===== src/rtl/muldiv_unit_if.sv =====
// Request/response handshake bundle between the execute stage and muldiv_unit.
// The execute stage is the master; the multiply/divide unit is the slave.
interface muldiv_unit_if #(
    parameter int N_BITS = 32
);
    logic              in_valid;
    logic              in_ready;
    logic [2:0]        op;
    logic [N_BITS-1:0] in0;
    logic [N_BITS-1:0] in1;
    logic              out_valid;
    logic              out_ready;
    logic [N_BITS-1:0] out;

    modport master (
        output in_valid, op, in0, in1, out_ready,
        input  in_ready, out_valid, out
    );

    modport slave (
        input  in_valid, op, in0, in1, out_ready,
        output in_ready, out_valid, out
    );
endinterface


===== src/rtl/muldiv_unit.sv =====
// Iterative RV32M multiply/divide, one bit per cycle: N_BITS+1 cycles, 1 cycle for div-by-zero/overflow.
// Holds the result in DONE until out_ready; accepts a new request only from IDLE; flush drops everything.
module muldiv_unit #(
    parameter int N_BITS = 32,
    parameter int CNT_W  = $clog2(N_BITS)
) (
    input  logic         clk,
    input  logic         rst_n,
    input  logic         flush,
    muldiv_unit_if.slave bus
);
    typedef enum logic [1:0] {IDLE, CALC, DONE} state_t;

    localparam logic [N_BITS-1:0] MIN_NEG  = {1'b1, {(N_BITS-1){1'b0}}};
    localparam logic [N_BITS-1:0] ALL_ONES = '1;

    state_t              state_q, state_d;
    logic [CNT_W-1:0]    cnt_q, cnt_d;
    logic [2:0]          op_q, op_d;
    logic                neg_q, neg_d;
    logic [N_BITS-1:0]   opnd_q, opnd_d;
    logic [2*N_BITS-1:0] acc_q, acc_d;
    logic [N_BITS-1:0]   out_q, out_d;

    logic                accept, is_div, s0, s1, div0, ovf, special;
    logic [N_BITS-1:0]   mag0, mag1, special_res;
    logic [N_BITS:0]     mul_sum, div_shift, div_trial;
    logic [2*N_BITS-1:0] acc_step, prod_signed;
    logic [N_BITS-1:0]   quo, rem, calc_res;

    assign accept  = bus.in_valid & bus.in_ready & ~flush;
    assign is_div  = bus.op[2];
    assign s0      = bus.in0[N_BITS-1] & (bus.op == 3'b001 || bus.op == 3'b010 ||
                                          bus.op == 3'b100 || bus.op == 3'b110);
    assign s1      = bus.in1[N_BITS-1] & (bus.op == 3'b001 || bus.op == 3'b100 || bus.op == 3'b110);
    assign mag0    = s0 ? -bus.in0 : bus.in0;
    assign mag1    = s1 ? -bus.in1 : bus.in1;
    assign div0    = is_div & (bus.in1 == '0);
    assign ovf     = (bus.op == 3'b100 || bus.op == 3'b110) & (bus.in0 == MIN_NEG) & (bus.in1 == ALL_ONES);
    assign special = div0 | ovf;
    assign special_res = div0 ? (bus.op[1] ? bus.in0 : ALL_ONES) : (bus.op[1] ? '0 : bus.in0);

    // acc_q holds {high product, multiplier} for multiply and {remainder, dividend/quotient} for divide.
    assign mul_sum   = {1'b0, acc_q[2*N_BITS-1:N_BITS]} + (acc_q[0] ? {1'b0, opnd_q} : '0);
    assign div_shift = acc_q[2*N_BITS-1:N_BITS-1];
    assign div_trial = div_shift - {1'b0, opnd_q};
    assign acc_step  = op_q[2] ? (div_trial[N_BITS] ? {div_shift[N_BITS-1:0], acc_q[N_BITS-2:0], 1'b0}
                                                    : {div_trial[N_BITS-1:0], acc_q[N_BITS-2:0], 1'b1})
                               : {mul_sum, acc_q[N_BITS-1:1]};

    assign prod_signed = neg_q ? -acc_step : acc_step;
    assign quo         = acc_step[N_BITS-1:0];
    assign rem         = acc_step[2*N_BITS-1:N_BITS];

    always_comb begin
        case (op_q)
            3'b000:                 calc_res = prod_signed[N_BITS-1:0];
            3'b001, 3'b010, 3'b011: calc_res = prod_signed[2*N_BITS-1:N_BITS];
            3'b100, 3'b101:         calc_res = neg_q ? -quo : quo;
            default:                calc_res = neg_q ? -rem : rem;
        endcase
    end

    always_ff @(posedge clk or negedge rst_n) begin
        if (!rst_n) begin
            state_q <= IDLE;
            cnt_q   <= '0;
            op_q    <= '0;
            neg_q   <= 1'b0;
            opnd_q  <= '0;
            acc_q   <= '0;
            out_q   <= '0;
        end else begin
            state_q <= state_d;
            cnt_q   <= cnt_d;
            op_q    <= op_d;
            neg_q   <= neg_d;
            opnd_q  <= opnd_d;
            acc_q   <= acc_d;
            out_q   <= out_d;
        end
    end

    always_comb begin
        state_d = state_q;
        case (state_q)
            IDLE:    if (accept) state_d = special ? DONE : CALC;
            CALC:    if (cnt_q == '0) state_d = DONE;
            DONE:    if (bus.out_ready) state_d = IDLE;
            default: state_d = IDLE;
        endcase
        if (flush) state_d = IDLE;
    end

    always_comb begin
        cnt_d  = cnt_q;
        op_d   = op_q;
        neg_d  = neg_q;
        opnd_d = opnd_q;
        acc_d  = acc_q;
        out_d  = out_q;
        if (accept) begin
            op_d   = bus.op;
            neg_d  = (bus.op[2] & bus.op[1]) ? s0 : (s0 ^ s1);
            cnt_d  = CNT_W'(N_BITS - 1);
            opnd_d = is_div ? mag1 : mag0;
            acc_d  = is_div ? {{N_BITS{1'b0}}, mag0} : {{N_BITS{1'b0}}, mag1};
            if (special) out_d = special_res;
        end else if (state_q == CALC && !flush) begin
            acc_d = acc_step;
            cnt_d = cnt_q - 1'b1;
            if (cnt_q == '0) out_d = calc_res;
        end
    end

    always_comb begin
        bus.in_ready  = (state_q == IDLE);
        bus.out_valid = (state_q == DONE);
        bus.out       = out_q;
    end
endmodule


===== src/flat_wrapper.sv =====
// flat-port wrapper written by rule: the top's interface ports become plain ports
module muldiv_unit_flat 
#(
    parameter int N_BITS = 32,
    parameter int CNT_W  = $clog2(N_BITS)
)
  (clk, rst_n, flush, bus_in_valid, bus_op, bus_in0, bus_in1, bus_out_ready, bus_in_ready, bus_out_valid, bus_out);
  muldiv_unit_if #(.N_BITS(N_BITS)) bus_i ();
  input  logic clk;
  input  logic rst_n;
  input  logic flush;
  input wire logic [$bits(bus_i.in_valid)-1:0] bus_in_valid;
  input wire logic [$bits(bus_i.op)-1:0] bus_op;
  input wire logic [$bits(bus_i.in0)-1:0] bus_in0;
  input wire logic [$bits(bus_i.in1)-1:0] bus_in1;
  input wire logic [$bits(bus_i.out_ready)-1:0] bus_out_ready;
  output wire logic [$bits(bus_i.in_ready)-1:0] bus_in_ready;
  output wire logic [$bits(bus_i.out_valid)-1:0] bus_out_valid;
  output wire logic [$bits(bus_i.out)-1:0] bus_out;
  assign bus_i.in_valid = bus_in_valid;
  assign bus_i.op = bus_op;
  assign bus_i.in0 = bus_in0;
  assign bus_i.in1 = bus_in1;
  assign bus_i.out_ready = bus_out_ready;
  assign bus_in_ready = bus_i.in_ready;
  assign bus_out_valid = bus_i.out_valid;
  assign bus_out = bus_i.out;
  muldiv_unit #(.N_BITS(N_BITS), .CNT_W(CNT_W)) u_core (.clk(clk), .rst_n(rst_n), .flush(flush), .bus(bus_i));
endmodule

===== config.mk =====
export PLATFORM = sky130hd
export DESIGN_NAME = muldiv_unit_flat
export DESIGN_NICKNAME = d
export VERILOG_FILES = /design/src/rtl/muldiv_unit_if.sv /design/src/rtl/muldiv_unit.sv /design/src/flat_wrapper.sv
export SDC_FILE = /design/constraint.sdc
export NUM_CORES = 1
export LEC_CHECK = 0
export BUFFER_PORTS_ARGS = -buffer_cell sky130_fd_sc_hd__buf_2
export CAP_MARGIN = 10
export CORE_MARGIN = 1
export CORE_UTILIZATION = 35
export CTS_BUF_LIST = sky130_fd_sc_hd__clkbuf_4
export DETAILED_ROUTE_END_ITERATION = 7
export RECOVER_POWER = 50
export SLEW_MARGIN = 10
export SYNTH_ARGS = -nofsm -noshare
export SYNTH_HDL_FRONTEND = slang
export SYNTH_SLANG_ARGS = --single-unit

===== constraint.sdc =====
create_clock -name clk -period 7.9 [get_ports clk]
set_input_delay 0.395 -clock clk [delete_from_list [all_inputs] [get_ports clk]]
set_output_delay 0.395 -clock clk [all_outputs]
set_load 0.1 [all_outputs]

======== Yosys cells after proc, flatten, opt, wreduce, memory -nomap -nowiden ========
Cells that the tools add are included.
storage, ports and cells
  logic and storage cells ................. 90
  bits in writable memories ............... 0
  memories ................................ 0
  memory bits (read-only) ................. 0
  input bits .............................. 72
  bits in latches ......................... 0
  output and inout bits ................... 34
  register bits after elaboration ......... 139
cells by class
  shifts and indexed selects .............. 0
  divide/modulo/power cells ............... 0
  equal/unequal tests ..................... 17
  reductions and logical operators ........ 18
  bitwise logic cells ..................... 11
  magnitude comparators ................... 0
  multipliers ............................. 0
  add/subtract/negate cells ............... 8
  mux-type cells .......................... 29
operators with widths
  kind                                                                     number
  32-bit two-way mux                                                       14
  64-bit two-way mux                                                       5
  32-bit negation                                                          4
  32-bit case mux with 3 select lines                                      1
  32-bit == test, second input constant                                    2
  64-bit negation                                                          1
  32-bit by 33-bit adder with 33-bit output                                1
  33-bit by 32-bit subtractor with 33-bit output                           1
  32-bit zero test                                                         1
  3-bit == test, second input constant                                     4
  2-bit two-way mux                                                        5
  5-bit two-way mux                                                        2
  3-bit by 2-bit == test with 1-bit output, second input constant          3
  1-bit bitwise AND                                                        8
  3-bit by 1-bit == test with 1-bit output, second input constant          2
  1-bit logical OR                                                         6
  3-bit inequality test, second input constant                             2
  2-bit case mux with 3 select lines                                       1
  3-bit AND reduction                                                      2
  5-bit zero test                                                          1
  5-bit by 1-bit subtractor with 5-bit output, second input constant       1
  2-bit nonzero test                                                       2
  3-bit zero test                                                          1
  3-bit by 2-bit inequality test with 1-bit output, second input constant  1
  12 further kinds                                                         12

======== Logic depth before layout (Yosys ltp) ========
Gate-level depths: netlist of run 1.
  depth in word-level cells ............... 9
  mapped depth ............................ 25
  gate-level depth less buffers ........... 23

======== Worst setup path before layout of run 1 ========
No wires, ideal clock.
  path type ............................... flip-flop to flip-flop
  from .................................... reg u_core.acc_q[31]
  to ...................................... reg u_core.out_q[26], in the netlist u_core.bus.out[26]
  slack ................................... 2.222 ns
  required time ........................... 7.756 ns
  data arrival time ....................... 5.534 ns
  cell stages (with the launch flop) ...... 24
  clock period less this slack ............ 5.678 ns
  path through ............................ dfrtp_1 -> inv_1 -> ha_1 -> inv_1 -> fa_1 -> a211oi_1 -> o211a_1 -> or2_4 -> a211oi_4 -> o31ai_2 -> nand2_2 -> a21oi_1 -> ha_1 -> o221ai_1 -> or3b_1 -> nor4_2 -> nand2_1 -> nor3_1 -> a21oi_1 -> or3_1 -> o41ai_1 -> xor2_1 -> a222oi_1 -> o221ai_1
on the way
  longest elaborated chain between the ends .. 9
  elaborated cells on any way between the ends .. 13
  those cells by class .................... add/sub (4); mux (9)
RTL lines
  element                                           line                source
  start, declared                                   muldiv_unit.sv:22   logic [2*N_BITS-1:0] acc_q, acc_d;
  start signal, assigned                            muldiv_unit.sv:71   acc_q <= '0;
  start signal, assigned                            muldiv_unit.sv:79   acc_q <= acc_d;
  33-bit by 32-bit subtractor with 33-bit output    muldiv_unit.sv:46   assign div_trial = div_shift - {1'b0, opnd_q};
  64-bit two-way mux                                muldiv_unit.sv:47   assign acc_step = op_q[2] ? (div_trial[N_BITS] ? {div_shift[N_BITS-1:0], acc_q[N_BITS-2:0], 1'b0}
  64-bit two-way mux (*)                            muldiv_unit.sv:47
  64-bit negation, or another cell as far along     muldiv_unit.sv:51   assign prod_signed = neg_q ? -acc_step : acc_step;
  64-bit two-way mux, or another cell as far along  muldiv_unit.sv:51
  32-bit case mux with 3 select lines (*)           muldiv_unit.sv:56   case (op_q)
  32-bit two-way mux (*)                            muldiv_unit.sv:112  if (cnt_q == '0) out_d = calc_res;
  32-bit two-way mux (*)                            muldiv_unit.sv:109  end else if (state_q == CALC && !flush) begin
  32-bit two-way mux (*)                            muldiv_unit.sv:102  if (accept) begin
  end signal, assigned                              muldiv_unit.sv:80   out_q <= out_d;
  end, declared                                     muldiv_unit.sv:23   logic [N_BITS-1:0] out_q, out_d;
Mark *: on every way between the ends. The rest lies on a longest branch, timed or not. The select of a mux whose other input is x is not followed.
A chain may end at the register's enable or synchronous reset.

======== Worst setup path in the final report of run 1 ========
  from .................................... reg u_core.acc_q[50]
  to ...................................... reg u_core.out_q[26], in the netlist u_core.bus.out[26]
The elaborated chain is that of the path after synthesis.

==> reports/results.tsv, run 1 <==
metric	value	unit
synth_seq_cells	139	
antenna_found_initial	6	
worstSetupStartpointType	register	
clock.fmax	152	MHz
swShare	57.9	%
drc	0	
fin_crit_sh	83.3	%
grt_usage	28.4	%
status	complete, but fails checks	
finClkSkew	0.0337	ns
p_sw	3.92	mW
numCtsBuffers	17	
min_path_type	input port to register	
worst-slew-pin-transition	4.34	ns
cp.required	8.40	ns
grt_pass1_wl	102	mm
mostFrequentLayoutCells	nand2_1, o21ai_0, a21oi_1	
arrival	7.08	ns
grt_pass1_vias	16309	
ys_seq_area_share	21.2	%
dp_hpwl	53.5	mm
cts_buffer_depth	2	
avgSynthCellArea	7.26	µm²
pwr-share-seq	16.8	%
cp_max_fo	14	
final_common_cell	nand2_1	
crit_type	register to register	
crit_start	u_core.acc_q[50]	
port_buffers	105	
setup_tns	0	ns
peakVddDrop	0.200	mV
slew_viol_final	248	
grt_overflow_total	0	
hold_viol_final	0	
start_util	35.8	%
drive_gt1_share	8.84	%
wl	68.9	mm
yosysWarnings	0	
htreeDepth	4	
ant_nets	0	
clkPwrFrac	8.8	%
nFillCells	4873	
vias	17869	
period_minus_slack	6.58	ns
setup_viol	0	
syn_to_final_growth	7.87	%
ios	106	
via_per_inst	6.19	
grt_start_max_net_pins	126	
ctsHoldBuffers	3	
cts_root_buffer	clkbuf_4	
total_power	6.78	mW
p_int	2.85	mW
fp.dieW	218	µm
synth-main-ff-cell	dfrtp_1	
post_drt_wl_per_cell	23.9	µm
leakage	6.96	nW
hold_path.startpoint	bus_op[0]	
drv_cap	4	
reg2reg_from	u_core.acc_q[50]	
placementRows	78	
dpl.cell_count	2850	
syn_area	16400	µm²
die_h	218	µm
clock_latency	0.64	ns
drt_first_pass_iters	8	
violations	capacitance limit, slew limit	
die_area	47700	µm²
cts.sinks	139	
gp_routability_congestion	0.995	
cts_setup_buffers	0	
cts.repair.resized	0	
slew_headroom	-189	%
path_clk_slew	0.13	ns
rsz0062_at_grt	no	
endpoint_kind	register	
cts_tree	done	
p_per_area	383	nW/µm²
synth_nets	2402	
async_flop_share	100	%
final_cell_count_no_fill	2887	
combPwrFrac	74.4	%
nets	2417	
synth_cells	2257	
drtIter0Drc	2026	
synth_edf_count	0	
ys_types	100	
core	45800	µm²
path summary, 6_finish.rpt:
path                                      endpoint  slack, ns  cells past startpoint
max in group asynchronous       u_core.bus.out[25]       2.65                      3
worst min-delay path                u_core.op_q[0]       0.18                      3
worst min register to register     u_core.cnt_q[0]       0.50                      1
min in group asynchronous        u_core.opnd_q[18]       1.83                      2
worst max register to register  u_core.bus.out[26]       1.32                     22
worst max-delay path            u_core.bus.out[26]       1.32                     22
per-stage QoR:
| stage | util [%] | hold WS [ns] | instance area [µm²] | setup WS, ns |
|---|---|---|---|---|
| after detailed placement | 37.9 | 0.470 | 17300 | 1.45 |
| after CTS | 38.7 | 0.137 | 17700 | 1.42 |
| final | 38.6 | 0.176 | 17700 | 1.32 |
| after global routing | 38.6 | 0.169 | 17700 | 0.769 |
| after floorplan | - | 0.0994 | 16400 | 2.22 |
| after global placement | 37.9 | 0.459 | 17300 | 1.70 |
cell usage after synthesis (56+ instances only):
cell type / count / share of area, %
xnor2_1: 129 / 6.9
dfrtp_1: 139 / 21
a21oi_1: 185 / 5.6
inv_1: 87 / 2.0
nor3_1: 70 / 2.1
clkbuf_1: 110 / 2.5
nand2_1: 284 / 6.5
nor2_1: 162 / 3.7
ha_1: 71 / 5.4
o21ai_0: 242 / 7.4
nand3_1: 56 / 1.7
per-layer routing:
layer	part of all wire, %	vias up	GRT usage [%]	wire length (µm)
li1	-	8278	-	-
met1	44	8674	39.1	30400
met2	44	792	44.4	30500
met3	7.5	125	3.74	5150
met4	4.1	0	11.6	2820
met5	0	-	0	0
critical path: stages, from the launching register on:
cell and delay (ns):
dfrtp_1 0.44, ha_1 0.50, nand4_1 0.25, nor4_1 0.45, nand2_1 0.16, a211oi_4 0.32, a2111o_2 0.40, nand2_2 0.15
a21oi_1 0.16, buf_4 0.15, ha_1 0.19, o221ai_1 0.17, or3b_1 0.43, nor4_2 0.25, buf_4 0.18, nand2_1 0.09
nor3_1 0.48, a21oi_1 0.29, or3_1 0.44, o41ai_1 0.41, xor2_1 0.11, a222oi_1 0.28, o221ai_1 0.17
cell families (layout without fill, tap and decap cells):
family | after synthesis | count (layout) | synth area share, %
other | 0 | 2 | 0
flip-flops | 139 | 139 | 21.2
AND/OR/NAND/NOR | 795 | 795 | 23.4
XOR/XNOR | 179 | 179 | 9.57
buffers and inverters | 234 | 262 | 5.70
multiplexers | 58 | 58 | 3.64
adder cells (fa/ha/maj) | 89 | 89 | 6.64
AO/OA/AOI/OAI | 763 | 763 | 29.8
power by group through the flow:
stage / sequential, mW / combinational, mW / clock, mW
floorplan: 1.05 / 3.47 / 0
global placement: 1.13 / 4.86 / 0
detailed placement: 1.14 / 4.88 / 0
CTS: 1.12 / 4.91 / 0.607
global route: 1.16 / 5.37 / 0.632
finish: 1.14 / 5.04 / 0.598
cell type report:
class	instances	area, µm²	area share (%)
inverters	89	334	1.89
flip-flops and latches	139	3480	19.7
multi-input cells	1884	12000	67.9
clock inverters	14	218	1.23
clock buffers	18	135	0.764
well taps	600	751	4.25
diodes	2	5.00	0.0283
repair buffers	141	754	4.27
sequential cells by signal, summed over array words and instances, names as in the netlist:
register and cells:
u_core.acc_q 64, u_core.bus.out 32, u_core.cnt_q 5, u_core.neg_q 1, u_core.op_q 3, u_core.opnd_q 32, u_core.state_q 2
No activity file was read; power rests on OpenSTA's default activity.
==> inputs of run 2 (changes only) <==
==> constraint.sdc (replaced) <==
create_clock -name clk -period 6.55 [get_ports clk]
set_input_delay 0.3275 -clock clk [delete_from_list [all_inputs] [get_ports clk]]
set_output_delay 0.3275 -clock clk [all_outputs]
set_load 0.1 [all_outputs]
==> run 2 against run 1 <==
Net effect:
- the flow still finishes with violations (capacitance limit, slew limit)
- hold slack lost 0.050 ns
- clock-buffer cell count stayed put
- utilization up 0.13 points
- largest power group unchanged
==> reports/results.tsv, run 2 (synthesis gave the netlist of run 1 again) <==
metric	value	unit
min_path_type	input port to register	
slew_viol_final	167	
hold_depth	4	
hold_viol_final	0	
grt_start_max_net_pins	125	
placementRows	78	
drv_cap	3	
core	45800	µm²
wl	68.5	mm
total_power	8.19	mW
mostFrequentLayoutCells	nand2_1, o21ai_0, a21oi_1	
nets	2426	
via_per_inst	6.17	
start_util	35.8	%
worst-slew-pin-transition	5.01	ns
p_int	3.48	mW
setup_viol	0	
endpoint_kind	register	
cp.required	7.03	ns
drc	0	
clock.fmax	162	MHz
p_per_area	462	nW/µm²
cts_tree	done	
crit_type	register to register	
arrival	6.65	ns
worstSetupStartpointType	register	
cts.sinks	139	
path_clk_slew	0.15	ns
htreeDepth	4	
largest_reg_flops	64	
drive_gt1_share	9.21	%
antenna_found_initial	6	
status	complete, but fails checks	
die_area	47700	µm²
cts_buffer_depth	2	
grt_pass1_wl	103	mm
period_minus_slack	6.16	ns
cp_max_fo	7	
gp_routability_congestion	1.01	
grt_overflow_total	0	
slew_headroom	-234	%
finClkSkew	0.0446	ns
worst_r2r_path_depth	25	
clkPwrFrac	8.8	%
grt_usage	28.5	%
ios	106	
grt_pass1_vias	16370	
top_register	u_core.acc_q	
cts_root_buffer	clkbuf_4	
pwr-share-seq	16.7	%
clock_latency	0.65	ns
final_cell_count_no_fill	2894	
numCtsBuffers	17	
fp.dieW	218	µm
dp_hpwl	53.2	mm
dpl.cell_count	2859	
peakVddDrop	0.243	mV
combPwrFrac	74.6	%
pre_cts_slack	0.473	ns
vias	17848	
swShare	57.5	%
port_buffers	105	
ant_nets	0	
syn_to_final_growth	8.23	%
p_sw	4.71	mW
cts_setup_buffers	0	
setup_slack	0.386	ns
final_common_cell	nand2_1	
leakage	7.00	nW
violations	capacitance limit, slew limit	
post_drt_wl_per_cell	23.7	µm
drt_first_pass_iters	8	
fin_crit_sh	94.1	%
die_h	218	µm
setup_tns	0	ns
drtIter0Drc	2272	
-- run 2: cell types whose count changed in the layout (fill, tap and decap cells not counted), sizes merged --
| cell | previous run | this run |
|---|---|---|
| clkinvlp | 2 | 1 |
| buf | 102 | 112 |
| clkbuf | 54 | 53 |
| inv | 90 | 88 |
| clkinv | 6 | 7 |
-- run 2: cell type report --
type / count / area (µm²)
Multi-Input combinational cell: 1884 / 12000
Sequential cell: 139 / 3480
Clock buffer: 18 / 135
Tap cell: 600 / 751
Clock inverter: 12 / 199
Antenna cell: 2 / 5.00
Inverter: 89 / 334
Fill cell: 4827 / 28000
Timing Repair Buffer: 150 / 825
-- run 2: final timing paths --
path,to,startpoint,slack (ns)
max,u_core.bus.out[26],u_core.acc_q[31],0.39
min,u_core.acc_q[20],bus_in1[20],0.13
max reg2reg,u_core.bus.out[26],u_core.acc_q[31],0.39
min reg2reg,u_core.bus.out[2],u_core.bus.out[2],0.50
max in group asynchronous,u_core.op_q[2],rst_n,1.00
min in group asynchronous,u_core.opnd_q[9],rst_n,2.04
-- run 2: power groups by stage --
stage	clock network, mW	registers (mW)	logic (mW)
after floorplan	0	1.27	4.18
after global placement	0	1.36	5.90
after detailed placement	0	1.37	5.92
after CTS	0.723	1.35	5.95
after global routing	0.755	1.40	6.54
final	0.718	1.36	6.10
-- run 2: stage by stage --
step / hold WS (ns) / area [µm²] / utilization [%]
final: 0.126 / 17700 / 38.8
after global routing: 0.125 / 17700 / 38.8
after CTS: 0.0937 / 17800 / 38.8
after detailed placement: 0.454 / 17400 / 38.0
after global placement: 0.446 / 17400 / 38.0
after floorplan: 0.0319 / 16400 / -
-- run 2: metal layers --
layer / global-route usage [%] / wire length (µm) / vias to the layer above
met5: 0 / 13 / -
met4: 10.6 / 2480 / 2
met3: 3.90 / 5110 / 107
met2: 44.5 / 30700 / 787
met1: 39.6 / 30200 / 8657
li1: - / - / 8295
-- run 2: worst max-delay path, stage by stage, from the launching register on --
cell and delay, ns:
dfrtp_1 0.49, inv_1 0.10, ha_1 0.16, inv_1 0.05
fa_1 0.42, a211oi_1 0.33, o211a_1 0.25, or2_4 0.18
a211oi_4 0.09, o31ai_2 0.31, nand2_2 0.13, a21oi_1 0.25
ha_1 0.25, o221ai_1 0.17, or3b_1 0.43, nor4_2 0.23
buf_4 0.17, nand2_1 0.08, nor3_1 0.20, buf_4 0.17
a21oi_1 0.14, or3_1 0.45, o41ai_2 0.39, xor2_1 0.12
a222oi_1 0.28, o221ai_1 0.17
-- run 2: repair_timing --
item,in CTS,in global routing
endpoints found under the setup margin,0,1
hold buffers,3,0
gates resized for setup,0,1
endpoints found under the hold margin,82,0
